==> config.mk <==
export PLATFORM = sky130hd
export DESIGN_NAME = mem_dma_initiator_flat
export DESIGN_NICKNAME = d
export VERILOG_FILES = /design/src/rtl/mem_dma_if.sv /design/src/rtl/mem_dma_initiator.sv /design/src/flat_wrapper.sv
export SDC_FILE = /design/constraint.sdc
export NUM_CORES = 1
export LEC_CHECK = 0
export CAP_MARGIN = 20
export CORE_MARGIN = 2
export CORE_UTILIZATION = 35
export CTS_BUF_LIST = sky130_fd_sc_hd__clkbuf_4 sky130_fd_sc_hd__clkbuf_8 sky130_fd_sc_hd__clkbuf_16
export CTS_CLUSTER_DIAMETER = 60
export DETAILED_ROUTE_END_ITERATION = 8
export GPL_ROUTABILITY_DRIVEN = 0
export GPL_TIMING_DRIVEN = 0
export PLACE_DENSITY = 0.64
export SYNTH_ARGS = -nofsm -noshare
export SYNTH_HDL_FRONTEND = slang
export SYNTH_SLANG_ARGS = --single-unit
==> constraint.sdc <==
create_clock -name clk -period 2.02 [get_ports clk]
set_input_delay 0.303 -clock clk [delete_from_list [all_inputs] [get_ports clk]]
set_output_delay 0.303 -clock clk [all_outputs]
set_load 0.01 [all_outputs]
==> src/rtl/mem_dma_if.sv <==
// mem_dma_if: control and memory-port signals of the block copy/fill engine
interface mem_dma_if #(parameter int AW = 16, parameter int DW = 16, parameter int LW = 16);
  logic start;
  logic mode;
  logic [AW-1:0] src_addr;
  logic [AW-1:0] dst_addr;
  logic [LW-1:0] len;
  logic [DW-1:0] fill_val;
  logic busy;
  logic done;
  logic [LW-1:0] remaining;
  logic [AW-1:0] mem_addr;
  logic [DW-1:0] mem_wdata;
  logic mem_wr;
  logic [DW-1:0] mem_rdata;
  modport master (
    output start, mode, src_addr, dst_addr, len, fill_val, mem_rdata,
    input busy, done, remaining, mem_addr, mem_wdata, mem_wr
  );
  modport slave (
    input start, mode, src_addr, dst_addr, len, fill_val, mem_rdata,
    output busy, done, remaining, mem_addr, mem_wdata, mem_wr
  );
endinterface

==> src/rtl/mem_dma_initiator.sv <==
// mem_dma_initiator: block copy/fill engine issuing one single-port memory access per cycle
module mem_dma_initiator #(parameter int AW = 16, parameter int DW = 16, parameter int LW = 16) (
  input logic clk,
  input logic rst,
  mem_dma_if.slave bus
);
  typedef enum logic [1:0] {IDLE, READ, WRITE, DONE} state_t;
  state_t r_state, w_next;
  logic r_mode;
  logic [AW-1:0] r_src, r_dst;
  logic [LW-1:0] r_rem;
  logic [DW-1:0] r_fill, r_rbuf;
  logic w_read, w_write;
  assign w_read  = r_state == READ;
  assign w_write = r_state == WRITE;
  always_comb begin
    w_next = IDLE;
    w_next = r_state == IDLE  ? (bus.start ? (bus.len == '0 ? DONE : bus.mode ? WRITE : READ) : IDLE) :
             r_state == READ  ? WRITE :
             r_state == WRITE ? (r_rem == LW'(1) ? DONE : r_mode ? WRITE : READ) :
             IDLE;
  end
  assign bus.busy      = w_read | w_write;
  assign bus.done      = r_state == DONE;
  assign bus.mem_wr    = w_write;
  assign bus.mem_addr  = w_read ? r_src : w_write ? r_dst : '0;
  assign bus.mem_wdata = w_write ? (r_mode ? r_fill : r_rbuf) : '0;
  assign bus.remaining = r_rem;
  always_ff @(posedge clk) begin
    if (rst) begin
      r_state <= IDLE;
      r_mode  <= 1'b0;
      r_src   <= '0;
      r_dst   <= '0;
      r_rem   <= '0;
      r_fill  <= '0;
      r_rbuf  <= '0;
    end else begin
      r_state <= w_next;
      if (r_state == IDLE && bus.start) begin
        r_mode <= bus.mode;
        r_src  <= bus.src_addr;
        r_dst  <= bus.dst_addr;
        r_rem  <= bus.len;
        r_fill <= bus.fill_val;
      end
      if (w_read) r_rbuf <= bus.mem_rdata;
      if (w_write) begin
        r_dst <= r_dst + AW'(1);
        if (!r_mode) r_src <= r_src + AW'(1);
        r_rem <= r_rem - LW'(1);
      end
    end
  end
endmodule

==> src/flat_wrapper.sv <==
// flat-port wrapper written by rule: the top's interface ports become plain ports
module mem_dma_initiator_flat 
#(parameter int AW = 16, parameter int DW = 16, parameter int LW = 16)
  (clk, rst, bus_start, bus_mode, bus_src_addr, bus_dst_addr, bus_len, bus_fill_val, bus_mem_rdata, bus_busy, bus_done, bus_remaining, bus_mem_addr, bus_mem_wdata, bus_mem_wr);
  mem_dma_if #(.AW(AW), .DW(DW), .LW(LW)) bus_i ();
  input logic clk;
  input logic rst;
  input wire logic [$bits(bus_i.start)-1:0] bus_start;
  input wire logic [$bits(bus_i.mode)-1:0] bus_mode;
  input wire logic [$bits(bus_i.src_addr)-1:0] bus_src_addr;
  input wire logic [$bits(bus_i.dst_addr)-1:0] bus_dst_addr;
  input wire logic [$bits(bus_i.len)-1:0] bus_len;
  input wire logic [$bits(bus_i.fill_val)-1:0] bus_fill_val;
  input wire logic [$bits(bus_i.mem_rdata)-1:0] bus_mem_rdata;
  output wire logic [$bits(bus_i.busy)-1:0] bus_busy;
  output wire logic [$bits(bus_i.done)-1:0] bus_done;
  output wire logic [$bits(bus_i.remaining)-1:0] bus_remaining;
  output wire logic [$bits(bus_i.mem_addr)-1:0] bus_mem_addr;
  output wire logic [$bits(bus_i.mem_wdata)-1:0] bus_mem_wdata;
  output wire logic [$bits(bus_i.mem_wr)-1:0] bus_mem_wr;
  assign bus_i.start = bus_start;
  assign bus_i.mode = bus_mode;
  assign bus_i.src_addr = bus_src_addr;
  assign bus_i.dst_addr = bus_dst_addr;
  assign bus_i.len = bus_len;
  assign bus_i.fill_val = bus_fill_val;
  assign bus_i.mem_rdata = bus_mem_rdata;
  assign bus_busy = bus_i.busy;
  assign bus_done = bus_i.done;
  assign bus_remaining = bus_i.remaining;
  assign bus_mem_addr = bus_i.mem_addr;
  assign bus_mem_wdata = bus_i.mem_wdata;
  assign bus_mem_wr = bus_i.mem_wr;
  mem_dma_initiator #(.AW(AW), .DW(DW), .LW(LW)) u_core (.clk(clk), .rst(rst), .bus(bus_i));
endmodule
Word level (Yosys, flattened, before mapping) --
Cells that the tools add are included.
Word-level totals: bits in registers 83, input bits 84, output and inout bits 51
Cells by class: $add $sub $neg 3, multiplexer cells 19, eq/ne operators 4, reduce and logical (&&, ||, !) cells 4, bitwise operators 1
Operator list (count):
- 16-bit two-way mux | 11
- 16-bit by 1-bit adder with 16-bit output (second input constant) | 2
- 16-bit by 1-bit == test with 1-bit output (second input constant) | 1
- 16-bit logical NOT | 1
- 2-bit two-way mux | 8
- 16-bit by 1-bit subtractor with 16-bit output (second input constant) | 1
- 2-bit == test (second input constant) | 2
- 2-bit by 1-bit == test with 1-bit output (second input constant) | 1
- 2-bit logical NOT | 1
- 2-bit nonzero test | 1
- 1-bit logical AND | 1
- 1-bit OR | 1

Longest topological paths before layout --
word-level depth 5, gate-level depth with buffers 9, mapped depth without buffers 7

Least setup slack after synthesis --
No wires, ideal clock.
kind reg-to-output, start reg u_core.r_state[0], end out bus_mem_addr[10], cell stages (with the launch flop) 8, buffers on the path 3, arrival 1.789 ns, path slack -0.072 ns, cell sequence dfxtp_1 inv_1 ha_1 buf_2 clkbuf_1 buf_1 nand2_1 o21ai_0
On the way: longest elaborated chain between the ends 3, elaborated cells between the ends (all ways) 4, classes of those cells eq/ne: 2; mux: 2
Ends and longest elaborated chain:
- start: declaration | line mem_dma_initiator.sv:8 | state_t r_state, w_next;
- start signal: assignment | line mem_dma_initiator.sv:39 | r_state <= w_next;
- 2-bit == test | line mem_dma_initiator.sv:15 | assign w_write = r_state == WRITE;
- via bus_mem_wr | line flat_wrapper.sv:20 | output wire logic [$bits(bus_i.mem_wr)-1:0] bus_mem_wr;
- 16-bit two-way mux (2 in series) | line mem_dma_initiator.sv:26 | assign bus.mem_addr = w_read ? r_src : w_write ? r_dst : '0;
- end: declaration | line flat_wrapper.sv:18 | output wire logic [$bits(bus_i.mem_addr)-1:0] bus_mem_addr;
The timed path passes the listed nets, and every way through them passes these cells.

Worst setup path after layout --
start reg u_core.r_state[0], end out bus_mem_addr[2]
On the way: longest elaborated chain between the ends 3, elaborated cells between the ends (all ways) 4, classes of those cells eq/ne: 2; mux: 2
Ends and longest elaborated chain (line):
- 2-bit == test | mem_dma_initiator.sv:15
- 16-bit two-way mux | mem_dma_initiator.sv:26
- 16-bit two-way mux (*) | mem_dma_initiator.sv:26
Mark *: on every way between the ends. The rest lies on a longest branch, timed or not.

==> reports/metrics.yaml <==
outcome: "completed"
hold_violations: 0
ys.flop_type: "dfxtp_1"
yosys.area.top_type: "dfxtp_1"
drt_iter0_drc: 448
synth_top_family_by_area: "simple AND/OR/NAND/NOR gates"
final_cell_mix: "104 x nand2_1, 101 x clkdlybuf4s50_1, 80 x dfxtp_1"
yosys.area.top_type_share: 0.369
port_buffers: 134
async_flop_share: 0
fin_total_pwr_mw: 4.60
grt_max_degree: 18
areaGrowthSynthToFinish_pct: 47.4
slowest_stage: "dfxtp_2"
cap_violations: 0
peakVddDrop_uv: 432
synth_edf_count: 0
min_path_type: "register to register"
drt_first_pass_iters: 5
wl_per_cell_um: 17.3
grt_use_total: 0.219
cp-start-kind: "register"
dp.cells: 890
final_common_cell: "nand2_1"
syn_nets: 676
die_y_um: 117
crit_type: "register to output port"
grt_pass1_wl_mm: 24.7
synth_seq_cells: 83
grt_pass1_vias: 4875
crit_arrival_ns: 1.65
synthCells: 584
fin_skew_ns: 0.00806
reg2reg_depth: 4
multi_input_area_um2: 2790
period_needed_ns: 1.96
drive_gt1_frac: 0.155
hpwl_mm: 11.4
synthSimpleGateAreaFrac: 0.282
hold_depth: 2
ys_types: 54
place_ws_ns: -1.09
syn_avg_cell_area_um2: 7.70
maxSlewHeadroom: 0.500
ant_nets: 0
final_cells: 915
finalWorstSetupSlack_ns: 0.0647
die-width_um: 117
insertion_delay_ns: 0.34
grt_busiest_layer: "met2"
path_buf_inv: 5
boundaryPins: 135
fin_nets: 830
dieArea_um2: 13800
ys_seq_area_frac: 0.369
h-tree-depth: 3
cts_root_buffer: "clkbuf_16"
ctsHoldBuffers: 0
nFillCells: 1193
ff_latch_area_um2: 1670
critPathMaxFanout: 10
grt_use_met1: 0.275
finalSetupViolations: 0
globalRouteOverflowTotal: 0
core_area_um2: 12600
synth_area_um2: 4500
post-route-period-util: 0.968
leakagePower_nw: 2.46
path_clk_slew_ns: 0.07
num_vias: 5028
critPathTopFamily: "buffers and inverters"
max_slew.worst_pin.slew_ns: 0.751
grtUsageMet2: 0.371
n_antenna_cell: 0
synth-xor-area-share: 0.00584
yosysWarningCount: 0
crit_required_ns: 1.72
powerDensity_nw_per_um2: 694
slowest_delay_ns: 0.33
clockBufferDepth: 2
synthAdderAreaFrac: 0.0223
critical_path_depth: 8
drc: 0
rows: 41
whs_ns: 0.461
cts.sinks: 83
finalWirelength_mm: 15.8
cts_tree: "done"
fmax_ghz: 0.511
via_per_inst: 5.50
synthTopCellsByArea: "dfxtp_1 37%, nand2_1 8.9%, mux2i_1 7.1%"
synthMuxAreaShare: 0.0787
initial_utilization: 0.358
antenna_found_initial: 0
setup_tns_ns: 0
drv_slew: 0
use_met3: 0.0545
synth-compound-area-share: 0.201
numCtsBuffers: 9
cp-end-kind: "output port"
crit_chain: "inv_2 > ha_4 > buf_8 > clkbuf_16 > buf_12 > nand2_1 > o21ai_2 > buf_2"
==> final timing paths <==
path,startpoint,to,slack [ns]
max,u_core.r_state[0]$_SDFF_PP0_,bus_mem_addr[2],0.06
min,u_core.r_fill[0]$_SDFFE_PP0N_,u_core.r_fill[0]$_SDFFE_PP0N_,0.46
max reg2reg,u_core.bus.remaining[2]$_SDFFE_PP0P_,u_core.bus.remaining[10]$_SDFFE_PP0P_,0.09
min reg2reg,u_core.r_fill[0]$_SDFFE_PP0N_,u_core.r_fill[0]$_SDFFE_PP0N_,0.46
==> cells in the mapped netlist, types with 3 or more instances <==
library cell,number
buf_1,6
nand4_1,9
a31oi_1,13
nor3_1,6
nand2b_1,3
ha_1,8
o21ai_0,32
or4_1,3
inv_1,9
nor2_1,58
o21bai_1,3
o211ai_1,5
nand2_1,107
nor2b_1,22
nand3_1,14
and4_1,5
nor4_1,12
a211oi_1,16
mux2i_1,32
a21oi_1,46
and3_1,7
dfxtp_1,83
buf_2,5
a311oi_1,4
or3_1,6
mux2_2,3
a221oi_1,4
clkbuf_1,28
==> state kept, by name, indices dropped and copies added, names as in the netlist <==
name and count:
u_core.r_state 2, u_core.r_mode 1, u_core.r_fill 16, u_core.r_dst 16, u_core.r_rbuf 16, u_core.bus.remaining 16
u_core.r_src 16
==> worst register-to-register path, cell delays in order, from the launching register on <==
cell and delay (ns):
dfxtp_1 0.39, or4_1 0.62, or3_4 0.43, o311ai_2 0.23, a21oi_1 0.10
==> cell families after synthesis <==
logic type                 Yosys count
AOI/OAI and AO/OA                  143
and+or+nand+nor                    264
DFF                                 83
muxes                               35
buffers and inverters               48
adders and majority gates            8
xor gates and xnor gates             3
==> report_power, final <==
group          internal [mW]  switching (mW)
clock network          0.995           0.785
logic                  0.470           0.464
registers               1.75           0.137
total                   3.22            1.39
==> per-layer routing <==
metal	vias to the layer above	part of all wire
met5	-	0
met4	0	0.016
met3	26	0.077
met2	197	0.48
met1	2390	0.43
li1	2415	-
==> area by class of cell <==
cell class / instances / share of cell area
clock inverters: 7 / 0.0140
well taps: 172 / 0.0325
plain buffers: 37 / 0.0445
inverters: 9 / 0.00510
multi-input cells: 453 / 0.421
repair buffers: 145 / 0.198
flip-flops and latches: 83 / 0.251
clock buffers: 9 / 0.0340
==> metrics by stage <==
stage / util / instance area, µm²
after floorplan: - / 4500
final: 0.527 / 6630
after global placement: 0.482 / 6060
after CTS: 0.513 / 6440
after detailed placement: 0.482 / 6060
after global routing: 0.527 / 6630
==> timing repair <==
action | 4_1_cts | 5_1_grt
pin swaps | 3 | 8
setup buffers | 3 | 6
hold endpoints to repair | 0 | 0
setup endpoints to repair | 88 | 53
resized for setup | 179 | 34
cloned | 0 | 2
No activity file was read; power rests on OpenSTA's default activity.
==> patch 1: new RTL, same settings <==
The 4 states of `state_t` get a Gray code encoding in 2 bits.
--- a/src/rtl/mem_dma_initiator.sv
+++ b/src/rtl/mem_dma_initiator.sv
@@ -6,3 +6,3 @@
 );
-  typedef enum logic [1:0] {IDLE, READ, WRITE, DONE} state_t;
+  typedef enum logic [1:0] {IDLE = 2'b00, READ = 2'b01, WRITE = 2'b11, DONE = 2'b10} state_t;
   state_t r_state, w_next;
Check against the original RTL: no difference found for any inputs over 10 cycles, from zero or initial values and one cycle with rst high; not proved beyond that.
==> patch 1 against the original RTL <==
  * Via count rose by 2.1%
  * Global-route usage rose by 1.6 points
  * Sequential cell count did not move
  * Routed wire length rose by 5.8%
  * Synthesized area rose by 0.19%
  * Worst setup slack got worse by 0.028 ns
  * Combinational power rose by 32%
  * Power rose by 11%
  * Final area rose by 0.60%
  * Sequential share of layout area fell by 0.057 points
  * Final cell count rose by 0.33%
  * Highest routed layer unchanged
  * Synthesized cell count rose by 0.51%
  * Clock power rose by 8%
==> patch 1: results (changes against the original RTL) <==
.. list-table::
   :header-rows: 1

   * - Metric
     - Value
   * - First-pass GRT wire length
     - 26.3 mm (+6.4%)
   * - Post-detailed-routing wire length
     - 16.8 mm (+5.8%)
   * - DRC violation total after the first TritonRoute iteration
     - 394 (-12%)
   * - Startpoint of the worst register-to-register path
     - u_core.r_state[1]$_SDFF_PP0_
   * - Launch point of the worst hold path
     - u_core.r_rbuf[13]$_SDFFE_PP0P_
   * - Skew final
     - 0.00711 ns (-0.000948 ns)
   * - Total internal power
     - 3.60 mW (+12%)
   * - Average via count per standard cell
     - 5.59 (+1.8%)
   * - Met2 wire length
     - 8.18 mm (+8.3%)
   * - Largest net degree at the start of global routing
     - 15 (-3)
   * - Power in the clock group
     - 1.93 mW (+8%)
   * - Max transition margin
     - 49.8% (-0.20 points)
   * - Grt met2 use
     - 40.5% (+3.4 points)
   * - Arrival time worst endpoint
     - 1.68 ns (+0.03 ns)
   * - Final HPWL DP
     - 12.0 mm (+5.4%)
   * - Status
     - completed
   * - P_leak
     - 2.42 nW (-1.6%)
   * - Post-synthesis share of cell area spent on xor and xnor gates
     - 0% (-0.58 points)
   * - Layout filler cell count
     - 1,249 (+4.7%)
   * - Sequential share of the synthesized area
     - 36.9% (-0.072 points)
   * - Cells resized by post-CTS repair
     - 100 (-44%)
   * - Yosys top cell area share
     - 36.9% (-0.072 points)
   * - R2R Setup Slk
     - 0.06 ns (-0.03 ns)
   * - Unique cell type count in the Yosys netlist
     - 58 (+7.4%)
   * - Fraction of the mapped netlist area in adder cells
     - 1.11% (-1.1 points)
   * - Met1 GRT Util
     - 29.1% (+1.6 points)
   * - Total global routing track utilization
     - 23.5% (+1.6 points)
patch 1: cell count changes after synthesis, sizes merged, moves of 8 or more:
cell,delta
a211oi,-11
a21oi,+8
nor2b,-19
nor3,+8
o21ai,-13
patch 1: per-stage QoR:
stage	std cells	util [%]	total power [mW]	hold WS, ns	setup WS [ns]
floorplan	587	-	2.54	0.436	0.193
global placement	893	48.0	3.04	0.443	-0.635
detailed placement	893	48.0	3.07	0.449	-0.673
CTS	915	52.0	5.04	0.457	-0.00242
global route	918	52.8	5.32	0.473	-0.0181
finish	918	52.8	5.11	0.456	0.0369
patch 1: cell families after synthesis:
| kind of cell | Yosys count |
|---|---|
| mux | 36 |
| buf+inv | 52 |
| simple gates | 269 |
| flops | 83 |
| fa+ha+maj | 4 |
| compound gates | 143 |
patch 1: final cells by class:
class                   count  share of cell area, %
well taps                 172                   3.23
clock buffers              10                   3.49
repair buffers            144                   20.8
multi-input cells         452                   40.8
clock inverters             6                   1.71
plain buffers              42                   4.35
inverters                   9                  0.638
flip-flops and latches     83                   25.1
==> patch 2: new RTL, config.mk and constraints unchanged <==
Made on the original files. `AW` is set to 16 in 3 places; all go to 17.
--- a/src/rtl/mem_dma_if.sv
+++ b/src/rtl/mem_dma_if.sv
@@ -1,3 +1,3 @@
 // mem_dma_if: control and memory-port signals of the block copy/fill engine
-interface mem_dma_if #(parameter int AW = 16, parameter int DW = 16, parameter int LW = 16);
+interface mem_dma_if #(parameter int AW = 17, parameter int DW = 16, parameter int LW = 16);
   logic start;
--- a/src/rtl/mem_dma_initiator.sv
+++ b/src/rtl/mem_dma_initiator.sv
@@ -1,3 +1,3 @@
 // mem_dma_initiator: block copy/fill engine issuing one single-port memory access per cycle
-module mem_dma_initiator #(parameter int AW = 16, parameter int DW = 16, parameter int LW = 16) (
+module mem_dma_initiator #(parameter int AW = 17, parameter int DW = 16, parameter int LW = 16) (
   input logic clk,
--- a/src/flat_wrapper.sv
+++ b/src/flat_wrapper.sv
@@ -2,3 +2,3 @@
 module mem_dma_initiator_flat 
-#(parameter int AW = 16, parameter int DW = 16, parameter int LW = 16)
+#(parameter int AW = 17, parameter int DW = 16, parameter int LW = 16)
   (clk, rst, bus_start, bus_mode, bus_src_addr, bus_dst_addr, bus_len, bus_fill_val, bus_mem_rdata, bus_busy, bus_done, bus_remaining, bus_mem_addr, bus_mem_wdata, bus_mem_wr);
Ports: changed (resized bus_dst_addr, bus_mem_addr and bus_src_addr); port bits go from 135 to 138. The function was not compared with the original's and may differ.
==> patch 2 against the original RTL <==
  * The flow now finishes with violations (negative setup slack)
  * Power is 2.1% higher
  * Worst setup slack worse by 0.094 ns
  * First-iteration DRC count is 36% higher
  * Synthesized area is 2.4% higher
  * Register-to-register slack worse by 0.12 ns
  * Combinational power is 9% higher
  * Routed wire length is 7.6% higher
  * Core utilization is 3.3 points higher
  * Global-route usage is 2.0 points higher
  * Via count is 5.8% higher
  * Hold slack worse by 0.0020 ns
  * Sequential cell count is 2 higher
  * Final area is 7.5% higher
  * Largest power group unchanged
==> patch 2: results (changes against the original RTL) <==
.. list-table::
   :header-rows: 1

   * - Metric
     - Value
   * - Status
     - complete, but fails checks
   * - Violations in the final reports
     - negative setup slack
   * - Leading cell types by total area after synthesis
     - sky130_fd_sc_hd__dfxtp_1 (37%), sky130_fd_sc_hd__nand2_1 (8.8%), sky130_fd_sc_hd__mux2i_1 (7.0%)
   * - Hold slack
     - 0.459 ns (-0.00196 ns)
   * - Final Setup Violations
     - 1 (+1)
   * - Layout filler cell count
     - 1,207 (+1.2%)
   * - Critical Path Max Stage Delay
     - 0.45 ns (+0.12 ns)
   * - Sequential share of the synthesized area
     - 36.9% (about the same)
   * - Share of cells above drive strength 1
     - 21.1% (+5.6 points)
   * - Quantity of I/O buffers inserted on ports
     - 137 (+2.2%)
   * - Average via count per standard cell
     - 5.60 (+1.9%)
   * - Yosys synthesis warning count
     - 0 (unchanged)
   * - Via count of the first global-routing pass
     - 5,193 (+6.5%)
   * - First-pass GRT wire length
     - 27.1 mm (+9.5%)
   * - Largest net degree at the start of global routing
     - 16 (-2)
   * - Final worst-path setup slack
     - -0.0294 ns (-0.0940 ns)
   * - Unique cell type count in the Yosys netlist
     - 57 (+5.6%)
   * - Post-detailed-routing wire length
     - 17.0 mm (+7.6%)
   * - Arrival time worst endpoint
     - 2.29 ns (+0.64 ns)
   * - Max transition margin
     - 49.8% (-0.13 points)
   * - Final HPWL DP
     - 12.1 mm (+6.4%)
   * - Family of cells with the greatest summed delay on the critical path
     - simple AND/OR/NAND/NOR gates
   * - Standard cell with the maximum stage delay on the critical path
     - sky130_fd_sc_hd__or4_1
   * - P_leak
     - 2.62 nW (+6.9%)
   * - Cell types with the highest counts after synthesis
     - sky130_fd_sc_hd__nand2_1 (108), sky130_fd_sc_hd__dfxtp_1 (85), sky130_fd_sc_hd__nor2_1 (77)
   * - Net count reported at finish
     - 867 (+4.5%)
   * - Critical-path maximum fanout
     - 5 (-5)
   * - Launch point of the worst hold path
     - u_core.r_fill[6]$_SDFFE_PP0N_
   * - Skew final
     - 0.0109 ns (+0.00281 ns)
   * - Net count of the mapped netlist
     - 699 (+3.4%)
   * - DRC violation total after the first TritonRoute iteration
     - 608 (+36%)
   * - Cell area reported after detailed placement
     - 6200 um2 (+2.4%)
==> patch 2: changes by cell type after synthesis, sizes merged, moves of 4 or more <==
cell     change
nor3         +4
nand3        -4
a2111oi      +4
o21ai        -5
and3         +7
o31ai        +5
nor2        +19
a211oi       -4
nor2b       -18
clkbuf       +5
a21oi       -10
a31oi        +5
==> patch 2: what timing repair did <==
| item | CTS | global route |
|---|---|---|
| pin swaps | 4 | 12 |
| setup buffers | 7 | 11 |
| resized for setup | 210 | 82 |
| cloned | 1 | 4 |
| hold buffers | 0 | 0 |
| setup endpoints to repair | 98 | 72 |
==> patch 2: worst register-to-register path: cells and delay by family (launching register included) <==
family / cells / cell delay (ns)
and+or+nand+nor: 4 / 1.31
buffers and inverters: 2 / 0.15
adders and majority gates: 1 / 0.15
DFF: 1 / 0.33
==> patch 2: metrics by stage <==
stage	setup WS [ns]	util, %	power, mW	cells
global route	-0.0762	56.0	4.90	950
floorplan	-0.0656	-	2.39	605
detailed placement	-1.16	48.7	2.84	914
CTS	-0.0462	52.8	4.62	935
finish	-0.0294	56.0	4.70	950
global placement	-1.14	48.7	2.83	914
==> patch 2: cell families after synthesis <==
family / after synthesis / synth area share (%)
simple gates: 279 / 28.1
compound gates: 147 / 20.9
flops: 85 / 36.9
buf+inv: 51 / 4.21
mux: 33 / 7.20
fa+ha+maj: 8 / 2.17
xor+xnor: 2 / 0.380
==> patch 2: cell type report <==
cell class	instances	area [um2]	area share, %
clock buffer	10	239	3.35
tap	172	215	3.02
clock inverter	6	68.8	0.965
inverter	9	46.3	0.649
multi-input combinational	469	2990	41.9
timing repair inverter	1	8.76	0.123
timing repair buffer	159	1520	21.3
sequential	85	1710	24.0
buffer	39	337	4.72
==> patch 2: final timing paths <==
path                                                              end  cells after the start
worst max-delay path            u_core.bus.remaining[15]$_SDFFE_PP0P_                      7
worst min register to register          u_core.r_fill[6]$_SDFFE_PP0N_                      2
worst min-delay path                    u_core.r_fill[6]$_SDFFE_PP0N_                      2
worst max register to register  u_core.bus.remaining[15]$_SDFFE_PP0P_                      7
==> patch 2: power breakdown <==
part           internal, mW  leakage (nW)  switching [mW]
logic                 0.517          1.77           0.499
clock network          1.00         0.149           0.726
registers              1.80         0.701           0.155
total                  3.32          2.62            1.38
==> patch 2: per-layer routing <==
layer / routed length (um) / track usage (%) / up-vias
met2: 7720 / 37.1 / 272
met5: 0 / 0 / -
met3: 1460 / 4.68 / 33
met4: 431 / 10.1 / 0
li1: - / - / 2529
met1: 7430 / 32.2 / 2486
